File: src/rtl/neuron_mac.sv
// Fixed-point multiply-accumulate neuron: bias plus K weighted inputs,
// floor-scaled back to N bits with saturation and optional ReLU.
module neuron_mac #(
  parameter int N    = 8,
  parameter int FRAC = 6,
  parameter int K    = 4,
  parameter int ACT  = 0
) (
  input  logic         clk,
  input  logic         rst,
  input  logic         start,
  input  logic [N-1:0] b,
  input  logic         in_valid,
  output logic         in_ready,
  input  logic [N-1:0] w,
  input  logic [N-1:0] x,
  output logic         out_valid,
  input  logic         out_ready,
  output logic [N-1:0] out,
  output logic         ovr,
  output logic         busy
);

  localparam int CW = (K > 1) ? $clog2(K) : 1;
  localparam int AW = 2 * N + $clog2(K) + 1;
  localparam logic [CW-1:0] LAST = CW'(K - 1);
  localparam logic signed [AW-1:0] MAXV = {{(AW - N + 1){1'b0}}, {(N - 1){1'b1}}};
  localparam logic signed [AW-1:0] MINV = {{(AW - N + 1){1'b1}}, {(N - 1){1'b0}}};

  typedef enum logic [1:0] {IDLE, ACC, OUT} stateT;

  stateT                 r_state;
  stateT                 w_nextState;
  logic signed [AW-1:0]  r_acc;
  logic [CW-1:0]         r_count;
  logic [N-1:0]          r_out;
  logic                  r_ovr;

  logic signed [2*N-1:0] w_prod;
  logic signed [AW-1:0]  w_prodExt;
  logic signed [AW-1:0]  w_biasExt;
  logic signed [AW-1:0]  w_accNext;
  logic signed [AW-1:0]  w_shift;
  logic [N-1:0]          w_resOut;
  logic                  w_resOvr;
  logic                  w_beat;
  logic                  w_lastBeat;

  assign w_beat     = (r_state == ACC) && in_valid;
  assign w_lastBeat = w_beat && (r_count == LAST);
  assign w_prod     = $signed(w) * $signed(x);
  assign w_prodExt  = {{(AW - 2 * N){w_prod[2*N-1]}}, w_prod};
  assign w_biasExt  = {{(AW - N){b[N-1]}}, b};
  assign w_accNext  = r_acc + w_prodExt;
  // Arithmetic shift gives floor rounding toward minus infinity.
  assign w_shift    = w_accNext >>> FRAC;

  always_comb begin
    w_resOvr = 1'b0;
    w_resOut = w_shift[N-1:0];
    if (w_shift > MAXV) begin
      w_resOut = MAXV[N-1:0];
      w_resOvr = 1'b1;
    end else if (w_shift < MINV) begin
      w_resOut = MINV[N-1:0];
      w_resOvr = 1'b1;
    end
    if (ACT == 1 && w_resOut[N-1]) begin
      w_resOut = '0;
    end
  end

  always_ff @(posedge clk or negedge rst) begin
    if (!rst) begin
      r_state <= IDLE;
    end else begin
      r_state <= w_nextState;
    end
  end

  always_comb begin
    w_nextState = r_state;
    case (r_state)
      IDLE:    if (start) w_nextState = ACC;
      ACC:     if (w_lastBeat) w_nextState = OUT;
      OUT:     if (out_ready) w_nextState = IDLE;
      default: w_nextState = IDLE;
    endcase
  end

  always_comb begin
    in_ready  = (r_state == ACC);
    out_valid = (r_state == OUT);
    busy      = (r_state != IDLE);
  end

  // The result is registered on the edge that takes the last beat, so it
  // appears together with out_valid.
  always_ff @(posedge clk or negedge rst) begin
    if (!rst) begin
      r_acc   <= '0;
      r_count <= '0;
      r_out   <= '0;
      r_ovr   <= 1'b0;
    end else begin
      case (r_state)
        IDLE: begin
          if (start) begin
            r_acc   <= w_biasExt <<< FRAC;
            r_count <= '0;
          end
        end
        ACC: begin
          if (w_beat) begin
            r_acc   <= w_accNext;
            r_count <= w_lastBeat ? '0 : r_count + CW'(1);
          end
          if (w_lastBeat) begin
            r_out <= w_resOut;
            r_ovr <= w_resOvr;
          end
        end
        default: ;
      endcase
    end
  end

  assign out = r_out;
  assign ovr = r_ovr;

endmodule
File: config.mk
export PLATFORM = sky130hd
export DESIGN_NAME = neuron_mac
export DESIGN_NICKNAME = d
export VERILOG_FILES = /design/src/rtl/neuron_mac.sv
export SDC_FILE = /design/constraint.sdc
export NUM_CORES = 1
export LEC_CHECK = 0
export BUFFER_PORTS_ARGS = -buffer_cell sky130_fd_sc_hd__buf_4
export CORE_MARGIN = 2
export CORE_UTILIZATION = 60
export DETAILED_ROUTE_END_ITERATION = 7
export PLACE_DENSITY_LB_ADDON = 0.25
export REMOVE_ABC_BUFFERS = 1
export SLEW_MARGIN = 20
export SYNTH_ARGS = -nofsm -noshare
export SYNTH_HDL_FRONTEND = slang
export SYNTH_SLANG_ARGS = --single-unit
File: constraint.sdc
create_clock -name clk -period 5.8 [get_ports clk]
set_input_delay 1.16 -clock clk [delete_from_list [all_inputs] [get_ports clk]]
set_output_delay 1.16 -clock clk [all_outputs]
set_load 0.01 [all_outputs]
==> results.ini, run 1 <==
[synth]
yosysUniqueCellTypes = 45
ys_warn_count = 0
synth_edf_count = 0
synth-seq-cells = 32
syn_inst = 512
yosysMostFrequentCell = inv_1
synth_common_cells = 93 x inv_1, 84 x fa_1, 46 x nand2_1
yosys.area.top_type = fa_1
netlist.area_leader.share = 0.3442
ys_seq_area_frac = 0.1639
synthTopCellsByArea = fa_1 34%, dfrtp_1 16%, ha_1 12%, inv_1 7.1%, and2_1 4.2%
async_reset_ff_frac = 1.000
synth_area_per_cell_um2 = 9.543
synthFlopType = dfrtp_1
netlist_area_um2 = 4886

[worst_setup_path]
end_kind = register
worstReg2RegStart = r_acc[6]
crit_path_frequent_cell = fa_1
crit_type = in -> reg
cp-start-kind = input port
slowest_stage = fa_1
crit_required_ns = 5.97
critPathArrivalTime_ns = 6.00
critPathMaxStageDelay_ns = 0.55
worstPathMaxFanout = 8
reg2regPathDepth = 18
worstPathCellList = buf_12 -> and2_4 -> fa_1 -> inv_1 -> fa_1 -> inv_1 -> fa_1 -> fa_1 -> ha_1 -> ha_4 -> a211oi_4 -> nor2b_4 -> o41ai_4 -> o41ai_4 -> xnor2_2 -> nand4_1 -> o22ai_4 -> o22ai_2
r2r_end = out[0]
regToRegSetupSlack_ns = 0.74

[drt]
vias_per_cell = 5.828
wl_per_cell_um = 19.89
remaining_drc_errors = 0
vias = 4214
ant_nets = 0
firstDrtPassIters = 5
routed_wl_mm = 14.38
drtIter0Drc = 238

[placed_design]
place_area_um2 = 5707
hpwl_mm = 9.586
gp_congestion = 0.9568
portBuffers = 40

[job]
maxCapViolCount = 0

[timing]
max_freq_ghz = 0.1713
relSlewSlack = 0.5426
clock_skew_ns = 0.009792
layout_setup_ws_ns = -0.03638
fin_crit_ns = 5.836
tightest_slew_ns = 0.6861
slew_violations = 0
setup_viol = 8
rsz0062_at_grt = true
period_share = 1.006
finalHoldViolCount = 0
hold_slack_ns = 0.4850

[layout]
antennaDiodeCount = 0
finalInstanceArea_um2 = 6494
drive_gt1_frac = 0.3172
final_net_count = 778
syn_to_final_growth_pct = 32.91
fill_cells = 459

[cts]
cts_inserted_buffers = 5
clockRootBuffer = clkbuf_8
clock_sinks = 32
clk_latency_ns = 0.30
clk_pin_slew_worst_paths_ns = 0.06
cts_htree_levels = 2
cts_tree = built
postCtsHoldBufs = 0
clockBufferDepth = 2

[floorplan]
dieWidth_um = 94.24
ios = 41
die_y_um = 94.24
rows = 32
coreArea_um2 = 7807
fp.dieArea_um2 = 8881
start_util = 0.6258

[min_path]
min_to = r_count[1]
hp-start = r_count[1]
worstHoldPathType = reg -> reg
holdPathStages = 2

[global_route]
grt_max_degree = 33
grt_overflow = 0
first_global_vias = 4525
grt_pass1_wl_mm = 21.39
grtUsageTotal = 0.3121
antenna_found_initial = 0

[run_status]
violations = setup timing
status = complete, but fails checks

==> registers in the layout, summed over array words and instances, names as in the netlist <==
register and cells:
r_count 2, ovr 1, r_acc 19, r_state 2, out 8
==> what timing repair did <==
action	CTS	global route
buffers inserted	11	6
pin swaps	35	58
setup endpoints to repair	10	12
gates resized for setup	43	61
==> logic make-up (layout without fill, tap and decap cells) <==
family / Yosys count / count (layout) / synth area share
multiplexers: 3 / 3 / 0.006402
AO/OA/AOI/OAI: 76 / 76 / 0.1035
flip-flops: 32 / 32 / 0.1639
adder cells (fa/ha/maj): 129 / 129 / 0.4594
XOR/XNOR: 23 / 23 / 0.04123
buffers and inverters: 105 / 214 / 0.08220
AND/OR/NAND/NOR: 144 / 144 / 0.1434
==> area by class of cell <==
class,instances,area (um^2),area share
Inverter,95,364.1,0.05607
Clock buffer,7,96.34,0.01484
Multi-Input combinational cell,375,4174,0.6428
Clock inverter,1,30.03,0.004624
Tap cell,102,127.6,0.01965
Timing Repair Buffer,111,900.9,0.1387
Sequential cell,32,800.8,0.1233
==> critical path: cells and delay by family <==
family,cells,cell delay [ns]
AO/OA/AOI/OAI,5,1.16
XOR/XNOR,1,0.25
adder cells (fa/ha/maj),6,2.66
buffers and inverters,3,0.28
AND/OR/NAND/NOR,3,0.47
==> per-stage QoR <==
stage / utilization / setup TNS [ns] / cells / worst slack, ns
after floorplan: - / -2.044 / 502 / -0.2550
after global placement: 0.7309 / -5.243 / 699 / -0.5428
after detailed placement: 0.7309 / -6.338 / 699 / -0.6413
after CTS: 0.7878 / -0.005299 / 718 / -0.005299
after global routing: 0.8317 / -1.553 / 723 / -0.1798
final: 0.8317 / -0.2001 / 723 / -0.03638
==> placed cells by master, fill, tap and decap left out, drive strengths merged, types with 4 or more instances in the layout <==
cell	instances
clkbuf	7
a31oi	5
ha	45
fa	84
o21ai	23
or3	4
and2	33
o21bai	5
inv	94
a21oi	13
o21a	7
o22ai	7
buf	111
xnor2	17
xor2	6
nand2b	4
nand3	11
nor2	30
nand2	46
dfrtp	32
==> how the worst max path moves through the flow <==
stage / from / end / slack, ns / cells after the start
after floorplan: x[0] / out[0] / -0.26 / 17
after global placement: x[7] / out[6] / -0.54 / 18
after detailed placement: x[7] / out[5] / -0.64 / 18
after CTS: w[7] / out[5] / -0.005 / 19
after global routing: w[7] / out[3] / -0.18 / 19
final: w[7] / out[0] / -0.04 / 18
==> metal layers <==
metal,part of all wire,up-vias,GRT usage
met5,0,-,0
met4,0.041,0,0.1063
met3,0.043,52,0.05457
met2,0.55,170,0.5768
met1,0.37,2156,0.3634
li1,-,1836,-
Power of run 1 is not shown: default switching activity piles up to over one toggle a cycle in this logic, so the estimate is an artifact.
==> run 2, diff against run 1 <==
--- a/config.mk
+++ b/config.mk
@@ -5,12 +5,14 @@
 export SDC_FILE = /design/constraint.sdc
 export NUM_CORES = 1
 export LEC_CHECK = 0
+export ABC_AREA = 1
 export BUFFER_PORTS_ARGS = -buffer_cell sky130_fd_sc_hd__buf_4
 export CORE_MARGIN = 2
 export CORE_UTILIZATION = 60
 export DETAILED_ROUTE_END_ITERATION = 7
 export PLACE_DENSITY_LB_ADDON = 0.25
 export REMOVE_ABC_BUFFERS = 1
+export SETUP_SLACK_MARGIN = 0.5
 export SLEW_MARGIN = 20
 export SYNTH_ARGS = -nofsm -noshare
 export SYNTH_HDL_FRONTEND = slang
==> constraint.sdc (replaced) <==
create_clock -name clk -period 6.47 [get_ports clk]
set_input_delay 1.294 -clock clk [delete_from_list [all_inputs] [get_ports clk]]
set_output_delay 1.294 -clock clk [all_outputs]
set_load 0.01 [all_outputs]
==> run 2 against run 1 <==
Net effect: the flow now finishes without violations; first-iteration DRC count is 29% lower; critical endpoint is now ovr; highest routed layer unchanged; flip-flop and latch count stayed put; cell count is 13% higher; largest cell class unchanged; clock skew is 0.0062 ns lower.
==> results.ini, run 2 <==
[cts]
clk_latency_ns = 0.28  ; -0.02 ns
clk_pin_slew_worst_paths_ns = 0.06  ; about the same
clockRootBuffer = clkbuf_8
cts_tree = built
clockBufferDepth = 2  ; unchanged
clock_sinks = 32  ; unchanged
cts_inserted_buffers = 5  ; unchanged
cts_htree_levels = 2  ; unchanged

[floorplan]
coreArea_um2 = 8299  ; +6.3%
start_util = 0.6272  ; +0.001366
fp.dieArea_um2 = 9436  ; +6.2%
rows = 33  ; +3.1%
dieWidth_um = 97.14  ; +3.1%
ios = 41  ; unchanged
die_y_um = 97.14  ; +3.1%

[timing]
fin_crit_ns = 5.766
period_share = 0.8911
final.setup.tns_ns = 0  ; +0.2001 ns
clock_skew_ns = 0.003633  ; -0.006159 ns
relSlewSlack = 0.3465  ; -0.1961
tightest_slew_ns = 0.9779  ; +0.2918 ns
rsz0062_at_grt = false
finalHoldViolCount = 0  ; unchanged
slew_violations = 0  ; unchanged
max_freq_ghz = 0.1734
setup_viol = 0  ; -8

[layout]
final_common_cell = inv_1
final_net_count = 866  ; +11%
regMostFlops = r_acc
antennaDiodeCount = 0  ; unchanged
drive_gt1_frac = 0.1481  ; -0.1691
largest_reg_flops = 19  ; unchanged
syn_to_final_growth_pct = 13.82
mostFrequentLayoutCells = 166 x inv_1, 163 x nand2_1, 82 x fa_1

[synth]
synthTopCellsByArea = fa_1 32%, dfrtp_1 15%, inv_1 12%, nand2_1 12%, ha_1 11%
ys_warn_count = 0  ; unchanged
synth_common_cells = 168 x inv_1, 168 x nand2_1, 84 x fa_1
yosysUniqueCellTypes = 27  ; -40%
synth_edf_count = 0  ; unchanged
synth_area_per_cell_um2 = 7.804  ; -18%
synth-seq-cells = 32  ; unchanged
netlist_area_um2 = 5205  ; +6.5%
ys_seq_area_frac = 0.1538  ; -0.01005
netlist.area_leader.share = 0.3231  ; -0.02110
synthFlopType = dfrtp_1
async_reset_ff_frac = 1.000  ; unchanged
yosys.area.top_type = fa_1
syn_inst = 667  ; +30%

[drt]
ant_nets = 0  ; unchanged
drtIter0Drc = 168  ; -29%
routed_wl_mm = 11.45  ; -20%
wl_per_cell_um = 14.06  ; -29%
vias_per_cell = 5.144  ; -12%
remaining_drc_errors = 0  ; unchanged
vias = 4187  ; -0.64%
firstDrtPassIters = 6  ; +1

[global_route]
antenna_found_initial = 0  ; unchanged
grt_overflow = 0  ; unchanged
grt_max_degree = 34  ; +3.0%
first_global_vias = 4519  ; -0.13%
grtUsageTotal = 0.2629  ; -0.04927
grt_pass1_wl_mm = 20.38  ; -4.7%

[placed_design]
hpwl_mm = 9.443  ; -1.5%
gp_congestion = 0.9446  ; -1.3%
portBuffers = 40  ; unchanged

[worst_setup_path]
reg2regPathDepth = 22  ; +4
worstReg2RegStart = r_acc[6]
cp-start-kind = input port
crit_required_ns = 6.63  ; +0.66 ns
worstPathMaxFanout = 8  ; unchanged
end_kind = register
cp-startpoint = x[0]
crit_type = in -> reg
critPathArrivalTime_ns = 5.92  ; -0.08 ns

[job]
maxCapViolCount = 0  ; unchanged

[min_path]
holdPathStages = 2  ; unchanged
hp-start = r_count[1]
worstHoldPathType = reg -> reg

[run_status]
status = completed

==> run 2: cell types whose count changed in the layout (fill, tap and decap cells not counted), moves of 17 or more <==
cell,delta
and2_1,-28
buf_4,-48
inv_1,+79
nand2_1,+122
nand3_1,+17
==> run 2: cell type report <==
cell class / instances / area (um^2)
inverters: 171 / 649.4
multi-input cells: 443 / 3815
repair buffers: 55 / 437.9
well taps: 105 / 131.4
fillers: 674 / 2375
flip-flops and latches: 32 / 800.8
clock buffers: 8 / 90.09
==> run 2: metal layers <==
metal  share of wire  wire [um]  vias to the layer above  track usage
met5               0          0                        -            0
met4           0.019        220                        0      0.06934
met3           0.032        365                       15      0.02950
met2            0.54       6184                       80       0.4813
met1            0.41       4678                     2051       0.3309
li1                -          -                     2041            -
==> run 2: through the flow <==
stage	instances	util	area [um^2]	hold slack, ns	setup WS [ns]
after floorplan	646	-	5125	0.4531	0.5534
after global placement	794	0.6722	5579	0.4709	0.3282
after detailed placement	794	0.6722	5579	0.4921	0.2468
after CTS	802	0.6831	5669	0.5082	0.5405
after global routing	814	0.7139	5924	0.5414	0.4398
final	814	0.7139	5924	0.5020	0.7043
==> run 2: cells by family after synthesis <==
family	after synthesis	synth area share
AND/OR/NAND/NOR	260	0.2099
flip-flops	32	0.1538
AO/OA/AOI/OAI	42	0.04616
adder cells (fa/ha/maj)	129	0.4312
XOR/XNOR	12	0.02019
buffers and inverters	192	0.1387
==> run 2: final timing paths <==
kind	end	slack [ns]
max	ovr	0.70
min in group asynchronous	r_acc[0]	0.94
min reg2reg	r_count[1]	0.50
max reg2reg	ovr	1.68
max in group asynchronous	r_count[1]	5.24
min	r_count[1]	0.50
==> run 2: timing repair <==
action | 4_1_cts | 5_1_grt
setup buffers | 0 | 12
gates resized for setup | 0 | 29
hold buffers | 0 | 0
setup endpoints to repair | 0 | 10
==> run 2: critical path, cell delays in order <==
cell and delay [ns]:
buf_4 0.15, nand2_2 0.12, clkinvlp_4 0.13, clkbuf_4 0.20, fa_1 0.49, inv_1 0.06
fa_1 0.52, inv_1 0.06, fa_1 0.46, fa_1 0.49, ha_1 0.31, ha_2 0.38
inv_1 0.09, nor3_2 0.20, and2_1 0.16, nand2_2 0.08, nand2_2 0.08, nand2_1 0.05
nand2_1 0.08, nand4_2 0.12, a21oi_4 0.29, a21oi_1 0.11
Power of run 2 is left out for the same reason.
==> run 3, diff against run 2 <==
--- a/config.mk
+++ b/config.mk
@@ -8,9 +8,10 @@
 export ABC_AREA = 1
 export BUFFER_PORTS_ARGS = -buffer_cell sky130_fd_sc_hd__buf_4
 export CORE_MARGIN = 2
-export CORE_UTILIZATION = 60
+export CORE_UTILIZATION = 55
 export DETAILED_ROUTE_END_ITERATION = 7
 export PLACE_DENSITY_LB_ADDON = 0.25
+export RECOVER_POWER = 25
 export REMOVE_ABC_BUFFERS = 1
 export SETUP_SLACK_MARGIN = 0.5
 export SLEW_MARGIN = 20
==> run 3 against run 2 <==
Net effect: the run now ends with capacitance limit, slew limit left; non-clock buffer count decreased by 1; wire length decreased by 1.3%; maximum frequency decreased by 0.67%; flip-flop and latch count unchanged; worst setup slack got worse by 0.039 ns; via count increased by 0.24%; clock-buffer cell count unchanged; cell area about the same.
==> results.ini, run 3 (same netlist as run 2, synthesis figures left out) <==
[layout]
final_cell_count_no_fill = 820  ; +0.74%
antennaDiodeCount = 0  ; unchanged
final_net_count = 866  ; unchanged
finalInstanceArea_um2 = 5923  ; about the same
mostFrequentLayoutCells = 166 x inv_1, 165 x nand2_1, 83 x fa_1
largest_reg_flops = 19  ; unchanged
drive_gt1_frac = 0.1425  ; -0.005642
fin_util = 0.6441  ; -0.06977
final_common_cell = inv_1
syn_to_final_growth_pct = 13.80  ; about the same
regMostFlops = r_acc

[timing]
finalHoldViolCount = 0  ; unchanged
max_freq_ghz = 0.1723  ; -0.67%
relSlewSlack = -0.1453  ; -0.4918
setup_viol = 0  ; unchanged
period_share = 0.8971  ; +0.006013
clock_skew_ns = 0.007139  ; +0.003507 ns
rsz0062_at_grt = false
fin_crit_ns = 5.805  ; +0.03891 ns
final.setup.tns_ns = 0  ; unchanged
tightest_slew_ns = 1.718  ; +0.7400 ns
slew_violations = 33  ; +33

[drt]
ant_nets = 0  ; unchanged
remaining_drc_errors = 0  ; unchanged
firstDrtPassIters = 5  ; -1
drtIter0Drc = 164  ; -2.4%
routed_wl_mm = 11.30  ; -1.3%
vias = 4197  ; +0.24%
vias_per_cell = 5.118  ; -0.49%
wl_per_cell_um = 13.78  ; -2.0%

[worst_setup_path]
critPathArrivalTime_ns = 5.97  ; +0.05 ns
crit_type = in -> reg
worstPathMaxFanout = 11  ; +3
cp-start-kind = input port
end_kind = register
crit_required_ns = 6.63  ; about the same

[global_route]
antenna_found_initial = 0  ; unchanged
grt_overflow = 0  ; unchanged
first_global_vias = 4330  ; -4.2%
grt_max_degree = 34  ; unchanged
grt_pass1_wl_mm = 19.46  ; -4.5%
grtUsageTotal = 0.2388  ; -0.02411

[placed_design]
gp_congestion = 0.9000  ; -4.7%
dp.cells = 800  ; +0.76%
hpwl_mm = 9.278  ; -1.7%
place_area_um2 = 5587  ; +0.13%
portBuffers = 40  ; unchanged

[cts]
cts_tree = built
clockBufferDepth = 2  ; unchanged
clk_latency_ns = 0.29  ; about the same
cts_inserted_buffers = 5  ; unchanged
clock_sinks = 32  ; unchanged
clockRootBuffer = clkbuf_8
postCtsHoldBufs = 0  ; unchanged
cts_htree_levels = 2  ; unchanged
clk_pin_slew_worst_paths_ns = 0.07  ; about the same

[floorplan]
fp.dieArea_um2 = 10260  ; +8.7%
coreArea_um2 = 9196  ; +11%
ios = 41  ; unchanged
rows = 35  ; +6.1%
dieWidth_um = 101.3  ; +4.3%
die_y_um = 101.3  ; +4.3%
start_util = 0.5660  ; -0.06118

[run_status]
status = complete, but fails checks
violations = capacitance limit, slew limit

[min_path]
worstHoldPathType = reg -> reg

[job]
maxCapViolCount = 1  ; +1

## run 3: per-layer routing
layer  part of all wire  up-vias  global-route usage
met5                  0        -                   0
li1                   -     2042                   -
met4              0.015        0             0.05509
met1               0.42     2053              0.3122
met3              0.032       12             0.02415
met2               0.53       90              0.4294
## run 3: per-stage QoR
stage          hold WS [ns]  setup WS, ns
6_report             0.5055        0.6654
5_1_grt              0.5455        0.4285
4_1_cts              0.5046        0.5268
3_5_place_dp         0.4873        0.2126
3_3_place_gp         0.4668        0.3234
2_1_floorplan        0.4531        0.5534
## run 3: final timing paths
check	startpoint	end	slack, ns	cells after the start
min in group asynchronous	rst	r_count[1]	1.44	1
setup reg to reg	r_acc[4]	out[6]	1.74	21
hold / removal	r_count[1]	r_count[1]	0.51	2
hold reg to reg	r_count[1]	r_count[1]	0.51	2
setup / recovery	w[7]	out[6]	0.67	20
max in group asynchronous	rst	out[1]	4.02	1
## run 3: layout make-up
class                      instances  area [um^2]
fill                             819         3273
timing repair buffer              54        414.1
clock buffer                       8        90.09
tap                              111        138.9
timing repair inverter             1        7.507
inverter                         171        649.4
sequential                        32        800.8
multi-input combinational        443         3822
## run 3: worst max-delay path, stage by stage
cell,delay (ns)
buf_4,0.15
nand2_1,0.11
clkinvlp_4,0.10
buf_12,0.15
buf_4,0.13
fa_1,0.47
fa_1,0.53
fa_1,0.45
fa_1,0.52
ha_1,0.35
ha_2,0.39
nand2_1,0.10
nor2_1,0.17
nand3_1,0.16
nand4_1,0.12
nand2_1,0.08
nor2_1,0.12
nand4_2,0.12
a21oi_4,0.31
a21oi_1,0.11
## run 3: timing repair
action,in CTS,in global routing
setup endpoints to repair,0,10
hold endpoints to repair,0,0
resized for setup,0,26
buffers inserted,0,11
Power of run 3 is left out for the same reason.
